--- src/rtl/ship_render_sequencer.sv ---
// Per-frame ship sequencer: latches the new pose, erases the previous sprite footprint,
// then releases the sprite drawer and forwards its pixel stream to the VGA write port.
module ship_render_sequencer #(
    parameter int          SPRITE_W     = 32,
    parameter int          SPRITE_H     = 32,
    parameter logic [2:0]  BG_COLOR     = 3'b000,
    parameter int          SCREEN_W     = 640,
    parameter int          SCREEN_H     = 480,
    parameter int          DRAW_TIMEOUT = 4096
) (
    input  logic       clk,
    input  logic       reset_n,
    input  logic       frame_tick,
    input  logic [9:0] pos_x,
    input  logic [9:0] pos_y,
    input  logic [5:0] dir_in,
    input  logic [9:0] draw_x,
    input  logic [9:0] draw_y,
    input  logic       draw_we,
    input  logic [2:0] draw_color,
    output logic       drawer_hold,
    output logic [9:0] draw_pos_x,
    output logic [9:0] draw_pos_y,
    output logic [5:0] draw_dir,
    output logic [9:0] vga_x,
    output logic [9:0] vga_y,
    output logic       vga_we,
    output logic [2:0] vga_color,
    output logic       busy,
    output logic       done,
    output logic       overrun,
    output logic       timeout_err
);

    localparam int XW   = (SPRITE_W > 1) ? $clog2(SPRITE_W) : 1;
    localparam int YW   = (SPRITE_H > 1) ? $clog2(SPRITE_H) : 1;
    localparam int NPIX = SPRITE_W * SPRITE_H;
    localparam int CW   = $clog2(NPIX + 1);
    localparam int TW   = $clog2(DRAW_TIMEOUT + 1);

    localparam logic [10:0] SCR_W = 11'(SCREEN_W);
    localparam logic [10:0] SCR_H = 11'(SCREEN_H);

    typedef enum logic [1:0] {
        S_IDLE,
        S_ERASE,
        S_DRAW,
        S_DONE
    } state_t;

    state_t state, state_next;

    logic [XW-1:0] ex;
    logic [YW-1:0] ey;
    logic [CW-1:0] wcnt;
    logic [TW-1:0] tcnt;
    logic [9:0]    old_x, old_y;
    logic          have_old;

    logic [10:0] erase_sx, erase_sy;
    logic        erase_vis, draw_vis;
    logic        erase_last, draw_full, draw_tmo;

    // Sums kept at 11 bits so footprints hanging off the screen edge clip instead of wrapping.
    assign erase_sx   = {1'b0, old_x} + 11'(ex);
    assign erase_sy   = {1'b0, old_y} + 11'(ey);
    assign erase_vis  = (erase_sx < SCR_W) && (erase_sy < SCR_H);
    assign draw_vis   = ({1'b0, draw_x} < SCR_W) && ({1'b0, draw_y} < SCR_H);
    assign erase_last = (ex == XW'(SPRITE_W - 1)) && (ey == YW'(SPRITE_H - 1));
    assign draw_full  = draw_we && (wcnt == CW'(NPIX - 1));
    assign draw_tmo   = (tcnt == TW'(DRAW_TIMEOUT - 1));

    always_comb begin
        state_next  = state;
        drawer_hold = 1'b1;
        busy        = 1'b1;
        done        = 1'b0;
        case (state)
            S_IDLE: begin
                busy = 1'b0;
                if (frame_tick)
                    state_next = have_old ? S_ERASE : S_DRAW;
            end
            S_ERASE: begin
                if (erase_last)
                    state_next = S_DRAW;
            end
            S_DRAW: begin
                drawer_hold = 1'b0;
                if (draw_full || draw_tmo)
                    state_next = S_DONE;
            end
            S_DONE: begin
                done       = 1'b1;
                state_next = S_IDLE;
            end
            default: state_next = S_IDLE;
        endcase
    end

    always_ff @(posedge clk) begin
        if (!reset_n) begin
            state       <= S_IDLE;
            have_old    <= 1'b0;
            old_x       <= '0;
            old_y       <= '0;
            ex          <= '0;
            ey          <= '0;
            wcnt        <= '0;
            tcnt        <= '0;
            draw_pos_x  <= '0;
            draw_pos_y  <= '0;
            draw_dir    <= '0;
            vga_x       <= '0;
            vga_y       <= '0;
            vga_we      <= 1'b0;
            vga_color   <= '0;
            overrun     <= 1'b0;
            timeout_err <= 1'b0;
        end else begin
            state  <= state_next;
            vga_we <= 1'b0;
            case (state)
                S_IDLE: begin
                    if (frame_tick) begin
                        draw_pos_x <= pos_x;
                        draw_pos_y <= pos_y;
                        draw_dir   <= dir_in;
                        ex         <= '0;
                        ey         <= '0;
                        wcnt       <= '0;
                        tcnt       <= '0;
                    end
                end
                S_ERASE: begin
                    vga_x     <= erase_sx[9:0];
                    vga_y     <= erase_sy[9:0];
                    vga_color <= BG_COLOR;
                    vga_we    <= erase_vis;
                    if (ex == XW'(SPRITE_W - 1)) begin
                        ex <= '0;
                        ey <= ey + 1'b1;
                    end else begin
                        ex <= ex + 1'b1;
                    end
                end
                S_DRAW: begin
                    vga_x     <= draw_x;
                    vga_y     <= draw_y;
                    vga_color <= draw_color;
                    vga_we    <= draw_we && draw_vis;
                    tcnt      <= tcnt + 1'b1;
                    // Clipped drawer writes still count toward sprite completion.
                    if (draw_we)
                        wcnt <= wcnt + 1'b1;
                    if (draw_tmo && !draw_full)
                        timeout_err <= 1'b1;
                end
                S_DONE: begin
                    old_x    <= draw_pos_x;
                    old_y    <= draw_pos_y;
                    have_old <= 1'b1;
                end
                default: ;
            endcase
            if (frame_tick && (state != S_IDLE))
                overrun <= 1'b1;
        end
    end

endmodule

--- config.mk ---
export PLATFORM = sky130hd
export DESIGN_NAME = ship_render_sequencer
export DESIGN_NICKNAME = d
export VERILOG_FILES = /design/src/rtl/ship_render_sequencer.sv
export SDC_FILE = /design/constraint.sdc
export NUM_CORES = 1
export LEC_CHECK = 0
export CAP_MARGIN = 10
export CORE_ASPECT_RATIO = 0.5
export CORE_MARGIN = 10
export CORE_UTILIZATION = 50
export DETAILED_ROUTE_END_ITERATION = 8
export PLACE_DENSITY = 0.76
export RECOVER_POWER = 25
export SLEW_MARGIN = 20
export SYNTH_ARGS = -nofsm -noshare
export SYNTH_HDL_FRONTEND = slang
export SYNTH_SLANG_ARGS = --single-unit
--- constraint.sdc ---
create_clock -name clk -period 2.7 [get_ports clk]
set_input_delay 0.54 -clock clk [delete_from_list [all_inputs] [get_ports clk]]
set_output_delay 0.54 -clock clk [all_outputs]
set_load 0.01 [all_outputs]
# Yosys cells after proc, flatten, opt, wreduce, memory -nomap -nowiden
# Cells that the tools add are included.
[op_classes]
reduce_logical = 21
eq_ne = 12
n_lt_le_gt_ge = 4
muxes = 22
n_addsub = 6
[ops]
columns = ["operator", "n"]
rows = [
  ["$pmux 10 s2", 2],
  ["$pmux 13 s2", 1],
  ["$add 10x5->11", 2],
  ["$mux 11", 2],
  ["$pmux 11 s2", 1],
  ["$pmux 5 s2", 2],
  ["$mux 5", 3],
  ["$add 13x1->13 const B", 1],
  ["$eq 13x12->1 const B", 1],
  ["$mux 13", 1],
  ["$add 11x1->11 const B", 1],
  ["$eq 11x10->1 const B", 1],
  ["$lt 11x10->1 const B", 1],
  ["$lt 11x9->1 const B", 1],
  ["$add 5x1->5 const B", 2],
  ["$eq 5x5->1 const B", 2],
  ["$lt 10x10->1 const B", 1],
  ["$lt 10x9->1 const B", 1],
  ["$ne 2x2->1 const B", 5],
  ["$reduce_and 3->1", 3],
  ["$mux 2", 4],
  ["$pmux 2 s4", 1],
  ["$reduce_and 2->1", 4],
  ["$reduce_bool 2->1", 4],
  ["9 further kinds", 18],
]
[word_totals]
elab_cells = 82
input_bits = 53
ff_bits = 109
out_inout_bits = 55

# Longest topological paths before layout
[depth]
depth_word = 5
ltp_mapped = 9
depth_no_buf = 8

# Worst setup path after synthesis
# No wires, ideal clock.
[synth_path]
path_type = "reg2reg"
from = "register ey[0]"
to = "register vga_we"
stages_incl_launch_ff = 8
required_ns = 2.613
path_slack_ns = 0.576
path_buffers = 0
t_arrival_ns = 2.037
setup_time_ns = 0.087
synth_period_minus_slack_ns = 2.124
path_cell_list = "dfxtp_1 ha_1 fa_1 a211oi_1 o21bai_1 xor2_1 a31o_2 o31ai_1"
[synth_between]
elab_chain_cells = 4
[synth_lines]
columns = ["item", "line_no", "text"]
rows = [
  ["start, declared", "54", "logic [YW-1:0] ey;"],
  ["start signal, assigned", "142", "ey <= ey + 1'b1;"],
  ["$add 10x5->11", "66", "assign erase_sy = {1'b0, old_y} + 11'(ey);"],
  ["$lt 11x9->1", "67", "assign erase_vis = (erase_sx < SCR_W) && (erase_sy < SCR_H);"],
  ["$logic_and 1x1->1", "67", ""],
  ["$pmux 1 s2", "123", "case (state)"],
  ["end signal, assigned", "139", "vga_we <= erase_vis;"],
  ["end signal, assigned", "151", "vga_we <= draw_we && draw_vis;"],
  ["end, declared", "27", "output logic vga_we,"],
]
# Every way passes these cells.
# A chain may end at the register's enable or synchronous reset.

# Worst setup path after layout
[layout_path]
from = "register state[1]"
to = "register old_x[6]"
[layout_between]
elab_chain_cells = 1
[layout_lines]
columns = ["item", "line_no", "text"]
rows = [
  ["start, declared", "51", "state_t state, state_next;"],
  ["start signal, assigned", "121", "state <= state_next;"],
  ["$eq 2x2->1", "123", ""],
  ["end signal, assigned", "160", "old_x <= draw_pos_x;"],
  ["end, declared", "57", "logic [9:0] old_x, old_y;"],
]
# Every way passes these cells.

==> run summary <==
Outcome: complete, but fails checks
Failing checks: capacitance limit, slew limit
Via Count: 4,599
Worst Path Required: 2.94 ns
RSZ-0062 raised after global routing: false
Crit path DAT: 2.65 ns
CTS Sinks: 109
Sequential fraction of the synthesis area: 0.408
WL per Instance: 16.5 µm
Mean Syn Cell Area: 8.87 µm²
Net count after synthesis: 679
First-pass GRT wire length: 23,000 µm
Die width: 166 µm
Nets: 776
Number of synthesized register bits: 109
Primary FF master, synth: dfxtp_1
Leakage: 2.49 nW
Most common cell in the netlist: dfxtp_1
Critical path class: flip-flop to flip-flop
DRT iter0 DRCs: 284
Crit path max fanout: 21
Slowest CP cell: clkbuf_1
Vias in the first global route: 4,590
Antenna-violating nets left: 0
Clock Skew: 0.00614 ns
GPL Wtd Cong: 0.872
PostCTS Resize Cnt: 0
Dominant cell type by area after synthesis: dfxtp_1
Clk Tree Root Cell: clkbuf_16
Number of placement rows: 26
Tightest Pin Transition: 1.71 ns
Synth top area cells: dfxtp_1 (41%), nand2_1 (6.5%), mux2i_1 (5.2%), ha_1 (4.9%), a21boi_0 (4.5%)
Buffers on Ports: 107
Remaining global-route overflow: 0
Final hold violation count: 0
Share of the synthesized area in the top cell type: 0.408
Worst setup EP type: flip-flop
Die Span Y: 93.1 µm
Hold buffers post-CTS: 0
Ys async rst share: 0
Fin crit period: 2.41 ns
Top delay family on crit path: buffers and inverters
Area Overhead vs Synth: 27.0%
Drt total wl: 13,900 µm
Mapped Cells: 603
Final worst-path cycle share: 0.892
Max VDD drop: 326 µV
CTS clk-pin slew, worst paths: 0.07 ns
CP bufs+invs: 1
Vias per cell: 5.44
CP peak stage delay: 1.25 ns
Tightest Hold Check Type: flip-flop to flip-flop
Critical-path cell list: ha_1 -> clkbuf_1 -> mux2i_1 -> nor2b_1
DRC viols: 0
CTS Buf Count: 9
Commonest cells in the netlist: dfxtp_1 (109), nand2_1 (93), nor2_1 (36), a21boi_0 (32)
Syn Std Cell Area: 5350 µm²
FILL cells: 906
Antenna fix cells: 0
Placed wire-length estimate: 10,400 µm
Initial Utilization: 0.518
Startpoint Class: flip-flop
Final Power: 0.00474 W
Final setup fails: 0
TNS Setup: 0 ns
# H-tree levels: 3
Post CTS Setup Buffer Count: 0
Clock buffer depth: 2
Synth warn: 0
Worst-skew pair later-pin latency: 0.35 ns
GRT Total Usage: 0.177
Core box area: 10,300 µm²
IO Pins: 108
Fin. max-slew vios: 22
Pwr dens: 699 nW/µm²
Largest net degree at the start of global routing: 49
Worst slew margin: -0.138
Placed Cells: 829
CTS tree: done
Share of post-route cells with drive strength above 1: 0.0525
DRT Pass-1 Iters: 6
Layout Cells excl Fill: 845
Full die area: 15,500 µm²
Fmax: 415 MHz
Number of synthesized flops with an enable pin: 0
Yosys cell types: 62
Initial antenna violation count: 0
Max cap viols: 1
-- per-stage QoR --
step                       util  worst slack [ns]  hold slack, ns  instance area [µm²]
after floorplan               -             0.576           0.428                 5350
after global routing      0.659             0.109           0.484                 6790
after CTS                 0.661             0.297           0.470                 6820
final                     0.659             0.292           0.464                 6790
after detailed placement  0.634             0.390           0.446                 6540
after global placement    0.634             0.460           0.439                 6540
-- path summary, 6_finish.rpt --
path | from | end | slack (ns) | depth (start not counted)
setup / recovery | state[1] | old_x[6] | 0.29 | 4
hold / removal | draw_dir[0] | draw_dir[0] | 0.46 | 2
setup reg to reg | state[1] | old_x[6] | 0.29 | 4
hold reg to reg | draw_dir[0] | draw_dir[0] | 0.46 | 2
-- power by group --
group,leakage [nW],switching [W],internal (W)
Sequential,0.885,0.000128,0.00179
Clock,0.121,0.000619,0.000632
Combinational,1.48,0.000873,0.000702
Total,2.49,0.00162,0.00312
-- final cells by class --
class                      instances  area (µm²)  share of cell area
sequential                       109        2180               0.321
tap                              140         175              0.0258
clock inverter                     6        47.5             0.00700
timing repair buffer             120        1150               0.170
clock buffer                      10         229              0.0337
multi-input combinational        445        2950               0.434
inverter                          15        56.3             0.00829
-- cells in the final DEF (no fill, tap or decap), types with 7 or more instances in the layout --
master             n
nand4_1           11
clkbuf_16          9
nand3_1           23
a21oi_1           10
o211a_1            8
nand2_1           93
mux2i_1           29
dfxtp_1          109
o21a_1             7
xnor2_1            9
inv_1             14
xor2_1            21
clkdlybuf4s50_1  106
ha_1              21
nor2_1            36
o21ai_0           19
nor3_1            12
a21boi_0          32
buf_4             10
nor2b_1           28
-- worst reg2reg max path, stage by stage, from the launching register on --
cell      delay [ns]
dfxtp_1         0.41
ha_1            0.23
clkbuf_1        1.25
mux2i_1         0.34
nor2b_1         0.08
-- layer usage --
metal,part of all wire,up-vias,wire length [µm],track usage
li1,-,2316,-,-
met1,0.47,2187,6590,0.217
met2,0.47,85,6510,0.302
met3,0.053,11,742,0.0501
met4,0.0065,0,91,0.0429
met5,0,-,0,0
-- registers in the layout, summed over array words and instances, names as in the netlist, 2 cells and up --
| name | cells |
|---|---|
| vga_x | 10 |
| draw_dir | 6 |
| state | 2 |
| draw_pos_x | 10 |
| old_x | 10 |
| vga_color | 3 |
| tcnt | 13 |
| vga_y | 10 |
| wcnt | 11 |
| ex | 5 |
| draw_pos_y | 10 |
| ey | 5 |
| old_y | 10 |
-- logic make-up after synthesis --
kind of cell | Yosys count | synth area share
AO/OA/AOI/OAI | 125 | 0.174
XOR/XNOR | 30 | 0.0491
adder cells (fa/ha/maj) | 23 | 0.0566
buffers and inverters | 49 | 0.0379
flip-flops | 109 | 0.408
multiplexers | 29 | 0.0566
AND/OR/NAND/NOR | 238 | 0.218
Note: power is estimated with default switching activity, not from simulation.
